**src/rtl/mem_wb_arbiter.sv**
```systemverilog
// mem_wb_arbiter: round-robin share of the memory-side PRF/ROB writeback port among LSU, complex unit and CSR
module mem_wb_arbiter #(
  parameter int DW   = 32,
  parameter int ROBW = 6,
  parameter int PRFW = 6
) (
  input  logic              cpu_clk_i,
  input  logic              cpu_rst_ni,
  input  logic              flush_i,
  input  logic [2:0]        src_vld_i,
  output logic [2:0]        src_rdy_o,
  input  logic [3*DW-1:0]   src_data_i,
  input  logic [3*PRFW-1:0] src_dest_i,
  input  logic [3*ROBW-1:0] src_rob_i,
  input  logic [2:0]        src_excp_i,
  input  logic [11:0]       src_code_i,
  output logic              p2_we_o,
  output logic [DW-1:0]     p2_we_data_o,
  output logic [PRFW-1:0]   p2_we_dest_o,
  output logic              completion_valid_o,
  output logic [ROBW-1:0]   completed_rob_o,
  output logic              exception_o,
  output logic [3:0]        exception_code_o,
  output logic [15:0]       conflict_cnt_o
);
  logic [2:0]      slot_vld, slot_excp, grant, acc;
  logic [DW-1:0]   slot_data [3];
  logic [PRFW-1:0] slot_dest [3];
  logic [ROBW-1:0] slot_rob [3];
  logic [3:0]      slot_code [3];
  logic [1:0]      rr_ptr, nxt1, nxt2, gnt_idx;
  logic            gnt_any, conflict;
  logic            wb_vld, wb_excp;
  logic [DW-1:0]   wb_data;
  logic [PRFW-1:0] wb_dest;
  logic [ROBW-1:0] wb_rob;
  logic [3:0]      wb_code;
  always_comb begin
    nxt1      = (rr_ptr == 2'd2) ? 2'd0 : rr_ptr + 2'd1;
    nxt2      = (rr_ptr == 2'd0) ? 2'd2 : rr_ptr - 2'd1;
    gnt_any   = |slot_vld;
    gnt_idx   = slot_vld[rr_ptr] ? rr_ptr : slot_vld[nxt1] ? nxt1 : nxt2;
    grant     = gnt_any ? (3'b001 << gnt_idx) : 3'b000;
    src_rdy_o = {3{!flush_i}} & (~slot_vld | grant);
    acc       = src_vld_i & src_rdy_o;
    conflict  = (slot_vld[0] & slot_vld[1]) | (slot_vld[0] & slot_vld[2]) | (slot_vld[1] & slot_vld[2]);
  end
  always_ff @(posedge cpu_clk_i or negedge cpu_rst_ni) begin
    if (!cpu_rst_ni) begin
      slot_vld       <= 3'b000;
      slot_excp      <= 3'b000;
      rr_ptr         <= 2'd0;
      wb_vld         <= 1'b0;
      wb_excp        <= 1'b0;
      wb_data        <= '0;
      wb_dest        <= '0;
      wb_rob         <= '0;
      wb_code        <= '0;
      conflict_cnt_o <= '0;
      for (int i = 0; i < 3; i++) begin
        slot_data[i] <= '0;
        slot_dest[i] <= '0;
        slot_rob[i]  <= '0;
        slot_code[i] <= '0;
      end
    end else begin
      for (int i = 0; i < 3; i++) begin
        if (acc[i]) begin
          slot_data[i] <= src_data_i[i*DW +: DW];
          slot_dest[i] <= src_dest_i[i*PRFW +: PRFW];
          slot_rob[i]  <= src_rob_i[i*ROBW +: ROBW];
          slot_code[i] <= src_code_i[i*4 +: 4];
          slot_excp[i] <= src_excp_i[i];
        end
      end
      if (flush_i) begin
        slot_vld <= 3'b000;
        wb_vld   <= 1'b0;
        rr_ptr   <= 2'd0;
      end else begin
        // a refill of the granted slot wins over its drain
        slot_vld <= (slot_vld & ~grant) | acc;
        wb_vld   <= gnt_any;
        if (gnt_any) begin
          wb_data <= slot_data[gnt_idx];
          wb_dest <= slot_dest[gnt_idx];
          wb_rob  <= slot_rob[gnt_idx];
          wb_code <= slot_code[gnt_idx];
          wb_excp <= slot_excp[gnt_idx];
          rr_ptr  <= (gnt_idx == 2'd2) ? 2'd0 : gnt_idx + 2'd1;
        end
        if (conflict && conflict_cnt_o != 16'hFFFF) conflict_cnt_o <= conflict_cnt_o + 16'd1;
      end
    end
  end
  assign p2_we_o            = wb_vld & !wb_excp & (wb_dest != '0);
  assign completion_valid_o = wb_vld & !wb_excp;
  assign exception_o        = wb_vld & wb_excp;
  assign exception_code_o   = wb_code;
  assign completed_rob_o    = wb_rob;
  assign p2_we_data_o       = wb_data;
  assign p2_we_dest_o       = wb_dest;
endmodule

```
**config.mk**
```make
export PLATFORM = sky130hd
export DESIGN_NAME = mem_wb_arbiter
export DESIGN_NICKNAME = d
export VERILOG_FILES = /design/src/rtl/mem_wb_arbiter.sv
export SDC_FILE = /design/constraint.sdc
export NUM_CORES = 1
export LEC_CHECK = 0
export ABC_AREA = 1
export CAP_MARGIN = 10
export CORE_MARGIN = 3
export CORE_UTILIZATION = 50
export DETAILED_ROUTE_END_ITERATION = 8
export HOLD_SLACK_MARGIN = 0.06
export PLACE_DENSITY_LB_ADDON = 0.08
export SLEW_MARGIN = 0
export SYNTH_ARGS = -nofsm -noshare
export SYNTH_HDL_FRONTEND = slang
export SYNTH_SLANG_ARGS = --single-unit
export TNS_END_PERCENT = 50
```
**constraint.sdc**
```tcl
create_clock -name cpu_clk_i -period 5 [get_ports cpu_clk_i]
set_input_delay 1 -clock cpu_clk_i [delete_from_list [all_inputs] [get_ports cpu_clk_i]]
set_output_delay 1 -clock cpu_clk_i [all_outputs]
set_load 0.03 [all_outputs]
```
==> reports/metrics.csv, run 1 <==
metric;value;unit
place_ws;1247;ps
die_w;149.8;µm
outcome;finished clean;
antenna_found_initial;1;
synth_seq_cells;218;
ctsHtreeMaxLevel;1;
worstSkewPairLatency;510;ps
port_buffers;222;
placed_area;0.01263;mm²
fin_setup_tns;0;ps
drc_errors;0;
pwr-share-seq;0.351;
wl_met1;13260;µm
cp_data_required_time;4000;ps
die_height;149.8;µm
grt_first_pass_wirelength;50540;µm
drtIter0Drc;675;
dr.pass1.iters;5;
wl_per_cell;17.72;µm
synth_edf_count;0;
final-hold-violation-count;0;
grtUsageTotal;0.2833;
skew;14.72;ps
syn_nets;1472;
nNetsFinal;1645;
whs;468.8;ps
gp_congestion;0.8383;
p_int;4.508;mW
grt_pass1_vias;9505;
synth_warnings;0;
cp_max_fo;5;
grt_setup_unrepaired;false;
powerDensity;581.0;mW/mm²
clockBufferDepth;3;
swShare;0.4200;
clkPwrFrac;0.214;
synth_cell_types;27;
fin_crit_sh;0.7561;
grt_max_degree;115;
min_period;3781;ps
final_cell_mix;nand2_1 (443), dfrtp_1 (218), clkdlybuf4s50_1 (218);
synthesis.area;0.01033;mm²
syn_area_per_cell;7.859;µm²
ant_nets;0;
drv_slew;0;
synth_area_leaders;dfrtp_1 (53%), nand2_1 (16%), nand4_1 (6.2%);
arrival;2780;ps
drv_cap;0;
yosys_most_used_dff;dfrtp_1;
highest_layer;met5;
synthCells;1315;
fp.dieArea;0.02243;mm²
cts_root_buf;clkbuf_16;
worst_slack;1219;ps
clock_sinks;218;
tightest_slew;1135;ps
synth_top_area_cell;dfrtp_1;
overflow;0;
vias;9649;
vias_per_cell;5.451;
route.met3.wl;2480;µm
num_rows;51;
combinationalPowerShare;0.435;
ir_worst_vdd;0.4698;mV
cp-start-kind;flip-flop;
cts_buffers;24;
cts_resized;0;
finalInstanceArea;0.01338;mm²
synth_top_cell_area_share;0.5278;
routed_wl;31370;µm
setup_viol;0;
wl_met2;14630;µm
clk_pin_slew;60;ps
io_pins;223;
critPathCaptureType;output pin;
path_class;reg -> out;
synth_sequential_area_ratio;0.5278;
dp_hpwl;19480;µm
max_freq;0.2645;GHz
slew_headroom;0.2431;
p_switching;3.264;mW
drive_gt1_frac;0.04850;
area_delta_synth_final;29.42;%
hp-class;reg -> reg;
final_common_cell;nand2_1;
fill_cells;1744;
core;0.01991;mm²
cts_tree;done;
leakage;6.620;nW
final_cells;1770;
antennaDiodeCount;0;
post_cts_buffers;0;
placed_cells;1727;
hold_buffers;0;
start_util;0.5191;
async_reset_ff_frac;1.000;
-- per-stage QoR --
stage	power, mW	util
floorplan	4.809	-
global placement	6.055	0.6346
detailed placement	6.112	0.6346
CTS	7.809	0.6718
global route	8.295	0.6718
finish	7.771	0.6718
-- final cells by class --
type                    instances  area (µm²)  area share
clock buffers                  37       710.7     0.05313
repair buffers                240        2347      0.1755
well taps                     265       331.6     0.02479
multi-input cells             871        4000      0.2991
clock inverters                 6       30.03    0.002245
flip-flops and latches        218        5455      0.4079
inverters                     133       500.5     0.03742
-- layer usage --
layer,vias to the layer above,track usage
met1,4600,0.3952
met2,394,0.4575
met5,-,0
met4,2,0.08737
met3,67,0.04846
li1,4586,-
-- cells in the mapped netlist, types with 4 or more instances --
library cell,number
nand2_2,4
buf_2,27
ha_1,4
buf_1,7
a21oi_1,105
o21ai_0,12
dfrtp_1,218
nor3_1,8
nand2_1,444
nand3_1,113
clkbuf_1,55
inv_1,129
nand4_1,102
xor2_1,9
nor2_1,55
-- final timing paths --
kind | start | slack (ps) | cells past startpoint | end
setup / recovery | rr_ptr[1]$_DFFE_PN0P_ | 1220 | 11 | src_rdy_o[2]
hold / removal | slot_data[93]$_DFFE_PN0P_ | 470 | 2 | slot_data[93]$_DFFE_PN0P_
setup reg to reg | rr_ptr[1]$_DFFE_PN0P_ | 1770 | 14 | p2_we_data_o[22]$_DFFE_PN0P_
hold reg to reg | slot_data[93]$_DFFE_PN0P_ | 470 | 2 | slot_data[93]$_DFFE_PN0P_
max in group asynchronous | cpu_rst_ni | 3410 | 2 | slot_data[11]$_DFFE_PN0P_
min in group asynchronous | cpu_rst_ni | 490 | 1 | conflict_cnt_o[7]$_DFFE_PN0P_
-- sequential cells by signal, indices dropped and copies added, names as in the netlist --
signal	flops
conflict_cnt_o	16
slot_code	12
slot_dest	18
exception_code_o	4
slot_data	96
rr_ptr	2
slot_rob	18
p2_we_dest_o	6
completed_rob_o	6
slot_excp	3
wb_vld	1
slot_vld	3
wb_excp	1
p2_we_data_o	32
-- power by group through the flow --
stage | sequential, mW | combinational (mW) | clock [mW]
after floorplan | 3.13 | 1.68 | 0
after global placement | 2.73 | 3.32 | 0
after detailed placement | 2.74 | 3.37 | 0
after CTS | 2.72 | 3.39 | 1.69
after global routing | 2.80 | 3.73 | 1.76
final | 2.73 | 3.38 | 1.66
-- kinds of logic (layout without fill, tap and decap cells) --
group | Yosys count | after routing | share of synthesized area
fa+ha+maj | 4 | 4 | 0.004843
xor+xnor | 12 | 12 | 0.01017
buf+inv | 226 | 416 | 0.08753
compound gates | 119 | 119 | 0.05823
simple gates | 736 | 736 | 0.3114
flops | 218 | 218 | 0.5278
-- worst max-delay path, cell delays in order (launching register included) --
cell and delay (ps):
dfrtp_1 400, inv_1 140, ha_1 240, inv_1 60, nand2_1 60, nand3_1 80, nand2_1 100, nand3_1 100
nand2_2 100, nand2_1 140, a21oi_4 150, clkdlybuf4s50_1 690
(Power assumes the default switching activity.)
==> inputs of run 2 (changes only) <==
CORE_UTILIZATION = 46   (was 50)
clock period = 3.3 ns   (was 5 ns; I/O delays follow)
==> reports/metrics.csv, run 2 (synthesis gave the netlist of run 1 again) <==
metric;value;unit;change
outcome;finished clean;;
antennaDiodeCount;0;;unchanged
io_pins;223;;unchanged
cts_root_buf;clkbuf_16;;
grt_first_pass_wirelength;49140;µm;-2.8%
wl_per_cell;17.16;µm;-3.2%
drive_gt1_frac;0.05548;;+0.006977
arrival;2480;ps;-300 ps
dr.pass1.iters;7;;+2
cp_slowest_cell;dfrtp_1;;
drv_cap;0;;unchanged
tightest_slew;883.5;ps;-251.9 ps
combinationalPowerShare;0.433;;-0.002
vias;9489;;-1.7%
pwr-share-seq;0.349;;-0.002
skew;4.812;ps;-9.910 ps
critPathCaptureType;output pin;;
p_int;6.916;mW;+53%
cp_max_fo;17;;+12
drv_slew;0;;unchanged
cp.buffers_inverters;3;;unchanged
grt_pass1_vias;9188;;-3.3%
dp_hpwl;19940;µm;+2.4%
cp_data_required_time;2640;ps;-1360 ps
start_util;0.4707;;-0.04845
max_freq;0.3184;GHz;
port_buffers;222;;unchanged
clk_pin_slew;60;ps;about the same
core;0.02196;mm²;+10%
clkPwrFrac;0.218;;+0.004
p_switching;4.919;mW;+51%
swShare;0.4157;;-0.004290
ir_worst_vdd;0.4139;mV;-12%
path_cells;inv_1 > ha_1 > inv_1 > nand2_1 > nand3_1 > nand2_1 > nand3_1 > nand2_4 > nand3_2 > a21oi_1 > buf_4;;
fin_crit_sh;0.9519;;
path_class;reg -> out;;
multi_input_area;0.004010;mm²;+0.25%
fill_cells;1961;;+12%
hp-class;in -> async;;
grtUsageTotal;0.2513;;-0.03205
gp_congestion;0.8989;;+7.2%
worstSkewPairLatency;500;ps;about the same
antenna_found_initial;2;;+1
powerDensity;873.9;mW/mm²;+50%
ant_nets;0;;unchanged
hold_buffers;0;;unchanged
leakage;6.698;nW;+1.2%
min_period;3141;ps;
fp.dieArea;0.02430;mm²;+8.3%
final_common_cell;nand2_1;;
grt_max_degree;89;;-23%
ctsHtreeMaxLevel;1;;unchanged
crit_family;simple AND/OR/NAND/NOR gates;;
slew_headroom;0.4096;;+0.1665
clockBufferDepth;3;;unchanged
vias_per_cell;5.289;;-3.0%
die_height;155.9;µm;+4.1%
fin_util;0.6168;;-0.05507
grt_setup_unrepaired;false;;
cp-start-kind;flip-flop;;
final_cell_mix;nand2_1 (443), dfrtp_1 (218), clkdlybuf4s50_1 (215);;
setup_viol;0;;unchanged
cts_tree;done;;
routed_wl;30780;µm;-1.9%
die_w;155.9;µm;+4.1%
overflow;0;;unchanged
cts_buffers;25;;+4.2%
post_cts_buffers;0;;unchanged
seq_area;0.005455;mm²;unchanged
nNetsFinal;1654;;+0.55%
drc_errors;0;;unchanged
final-hold-violation-count;0;;unchanged
area_delta_synth_final;31.04;%;
largest_register_ffs;96;;unchanged
cts_resized;0;;unchanged
fin_setup_tns;0;ps;unchanged
top_register;slot_data;;
slowest_delay;400;ps;-290 ps
drtIter0Drc;635;;-5.9%
clock_sinks;218;;unchanged
num_rows;54;;+5.9%
## run 2: changes by cell type in the layout (fill, tap and decap cells not counted), moves of 2 or more
cell	before	now
clkdlybuf4s50_1	218	215
buf_4	18	24
clkbuf_8	4	6
nand2_2	5	3
nand2_4	0	2
clkinv_2	7	4
buf_12	0	5
## run 2: cell type report
type,count,share of cell area
Timing Repair Buffer,248,0.1818
Tap cell,280,0.02587
Sequential cell,218,0.4028
Clock buffer,40,0.05479
Clock inverter,4,0.001663
Inverter,133,0.03695
Multi-Input combinational cell,871,0.2961
## run 2: through the flow
stage	power, mW	hold WS [ps]	cells	area (µm²)	setup slack (ps)
after floorplan	7.287	364.4	1315	10330	873.9
after global placement	9.208	453.7	1750	12770	575.7
after detailed placement	9.286	458.1	1750	12770	505.8
after CTS	11.91	172.3	1794	13530	97.02
after global routing	12.67	191.6	1794	13540	22.92
final	11.83	145.6	1794	13540	158.9
## run 2: worst register-to-register path, cell delays in order (launching register included)
cell,delay [ps]
dfrtp_1,400
inv_1,150
ha_1,240
inv_1,60
nand2_1,60
nand3_1,80
nand2_1,100
nand2_1,60
nand2_1,100
nand2_4,150
nor2_4,710
buf_4,340
a21oi_1,90
a21oi_1,140
## run 2: final timing paths
kind,startpoint,slack [ps],cells after the start,end
setup / recovery,rr_ptr[1]$_DFFE_PN0P_,160,11,src_rdy_o[0]
hold / removal,cpu_rst_ni,150,1,conflict_cnt_o[3]$_DFFE_PN0P_
setup reg to reg,rr_ptr[1]$_DFFE_PN0P_,540,13,p2_we_dest_o[1]$_DFFE_PN0P_
hold reg to reg,slot_data[94]$_DFFE_PN0P_,470,2,slot_data[94]$_DFFE_PN0P_
max in group asynchronous,cpu_rst_ni,2360,2,slot_data[81]$_DFFE_PN0P_
min in group cpu_clk_i,slot_data[94]$_DFFE_PN0P_,470,2,slot_data[94]$_DFFE_PN0P_
## run 2: layer usage
layer | GRT usage | vias to the layer above | part of all wire
li1 | - | 4598 | -
met1 | 0.3584 | 4513 | 0.44
met2 | 0.4118 | 324 | 0.48
met3 | 0.03773 | 50 | 0.067
met4 | 0.05257 | 4 | 0.020
met5 | 0 | - | 0.00094
## run 2: power groups by stage
stage / clock, mW / sequential, mW / combinational (mW)
5_1_grt: 2.74 / 4.25 / 5.68
3_3_place_gp: 0 / 4.15 / 5.05
4_1_cts: 2.63 / 4.13 / 5.15
3_5_place_dp: 0 / 4.16 / 5.13
2_1_floorplan: 0 / 4.74 / 2.55
6_report: 2.58 / 4.14 / 5.12
==> inputs of run 3 (changes only) <==
CORE_UTILIZATION = 35   (was 46)
==> reports/metrics.csv, run 3 (synthesis gave the netlist of run 1 again) <==
metric;value;unit;change
outcome;finished clean;;
final_common_cell;nand2_1;;
fp.dieArea;0.03163;mm²;+30%
vias;9424;;-0.69%
path_class;reg -> out;;
placed_area;0.01295;mm²;+1.4%
fill_cells;2853;;+45%
cp-start-kind;flip-flop;;
routed_wl;33150;µm;+7.7%
drive_gt1_frac;0.06114;;+0.005662
dr.pass1.iters;5;;-2
setup_viol;0;;unchanged
cp_slowest_cell;dfrtp_1;;
arrival;2500;ps;+20 ps
nNetsFinal;1658;;+0.24%
powerDensity;892.0;mW/mm²;+2.1%
final-hold-violation-count;0;;unchanged
grt_setup_unrepaired;true;;
clk_pin_slew;60;ps;about the same
fin_util;0.4790;;-0.1378
tightest_slew;878.8;ps;-4.737 ps
vias_per_cell;4.947;;-6.5%
wl_per_cell;17.40;µm;+1.4%
final_cell_mix;nand2_1 (443), dfrtp_1 (218), clkdlybuf4s50_1 (215);;
crit_family;simple AND/OR/NAND/NOR gates;;
cp.buffers_inverters;3;;unchanged
timing.rr.start;rr_ptr[1]$_DFFE_PN0P_;;
cts_buffers;26;;+4.0%
clockBufferDepth;3;;unchanged
total_power;12.36;mW;+4.5%
drtIter0Drc;600;;-5.5%
gp_congestion;0.8052;;-10%
num_rows;62;;+15%
antennaDiodeCount;0;;unchanged
cts_root_buf;clkbuf_16;;
grtUsageTotal;0.2100;;-0.04127
area_delta_synth_final;34.10;%;
leakage;6.787;nW;+1.3%
cp_common_cell;nand3_1;;
path_cells;inv_1 > ha_1 > inv_1 > nand2_1 > nand3_1 > nand2_1 > nand3_1 > nand2_4 > nand3_1 > a21oi_2 > buf_4;;
die_height;177.8;µm;+14%
port_buffers;222;;unchanged
hp-class;in -> async;;
overflow;0;;unchanged
ctsHtreeMaxLevel;1;;unchanged
drv_slew;0;;unchanged
io_pins;223;;unchanged
rr_worst_depth;11;;-2
drv_cap;0;;unchanged
cp_data_required_time;2640;ps;about the same
antenna_found_initial;2;;unchanged
largest_register_ffs;96;;unchanged
grt_max_degree;85;;-4.5%
worstSkewPairLatency;530;ps;+30 ps
finalInstanceArea;0.01386;mm²;+2.3%
top_register;slot_data;;
skew;8.787;ps;+3.975 ps
fin_crit_sh;0.9567;;+0.004810
max_freq;0.3168;GHz;-0.50%
hold_buffers;0;;unchanged
slew_headroom;0.4141;;+0.004555
grt_pass1_vias;9349;;+1.8%
ir_worst_vdd;0.4806;mV;+16%
core;0.02894;mm²;+32%
cp_max_fo;15;;-2
drc_errors;0;;unchanged
critPathCaptureType;output pin;;
ant_nets;0;;unchanged
rrSetupSlack;670;ps;+130 ps
slowest_delay;390;ps;about the same
clock_sinks;218;;unchanged
cts_tree;done;;
die_w;177.8;µm;+14%
min_period;3157;ps;+15.87 ps
grt_first_pass_wirelength;52580;µm;+7.0%
cp_num_cells;11;;unchanged
rr_endpoint;p2_we_data_o[20]$_DFFE_PN0P_;;
dp_hpwl;22050;µm;+11%
start_util;0.3572;;-0.1135
## run 3: per-stage QoR
step	setup WS (ps)	setup TNS, ps	hold slack [ps]	instances
2_1_floorplan	873.9	0	364.4	1315
3_3_place_gp	400.3	0	453.7	1857
3_5_place_dp	418.0	0	458.1	1857
4_1_cts	53.64	0	86.67	1905
5_1_grt	-42.89	-42.89	105.9	1905
6_report	143.0	0	79.17	1905
## run 3: worst max path at each step
| stage | from | slack [ps] | endpoint |
|---|---|---|---|
| 2_1_floorplan | rr_ptr[1]$_DFFE_PN0P_ | 870 | src_rdy_o[1] |
| 3_3_place_gp | flush_i | 400 | conflict_cnt_o[4]$_DFFE_PN0P_ |
| 3_5_place_dp | flush_i | 420 | conflict_cnt_o[5]$_DFFE_PN0P_ |
| 4_1_cts | rr_ptr[0]$_DFFE_PN0P_ | 50 | src_rdy_o[1] |
| 5_1_grt | rr_ptr[1]$_DFFE_PN0P_ | -40 | src_rdy_o[1] |
| 6_report | rr_ptr[1]$_DFFE_PN0P_ | 140 | src_rdy_o[1] |
## run 3: power by group
part	internal (mW)	switching (mW)	leakage [nW]
logic	1.86	3.36	3.68
clock network	1.87	1.13	0.441
registers	3.57	0.570	2.67
## run 3: repair_timing
action                     CTS  global route
resized for setup            1             2
setup endpoints to repair    2             2
setup buffers                0             0
## run 3: area by class of cell
type                            instances  area (µm²)  area share
Multi-Input combinational cell        871        4013      0.2895
Inverter                              133       500.5     0.03611
Sequential cell                       218        5455      0.3936
Tap cell                              384       480.5     0.03467
Clock inverter                          6       108.9    0.007854
Clock buffer                           42       792.0     0.05715
Timing Repair Buffer                  251        2510      0.1811
## run 3: routing by layer
metal | up-vias | share of wire | global-route usage
met5 | - | 0.00072 | 0
met4 | 4 | 0.023 | 0.04908
met3 | 56 | 0.053 | 0.03552
met2 | 235 | 0.46 | 0.3372
met1 | 4524 | 0.46 | 0.2976
li1 | 4605 | - | -
## run 3: worst register-to-register path: cells and delay by family, from the launching register on
kind	cells	cell delay, ps
buffers and inverters	2	460
DFF	1	390
and+or+nand+nor	6	1240
adders and majority gates	1	240
AOI/OAI and AO/OA	2	240
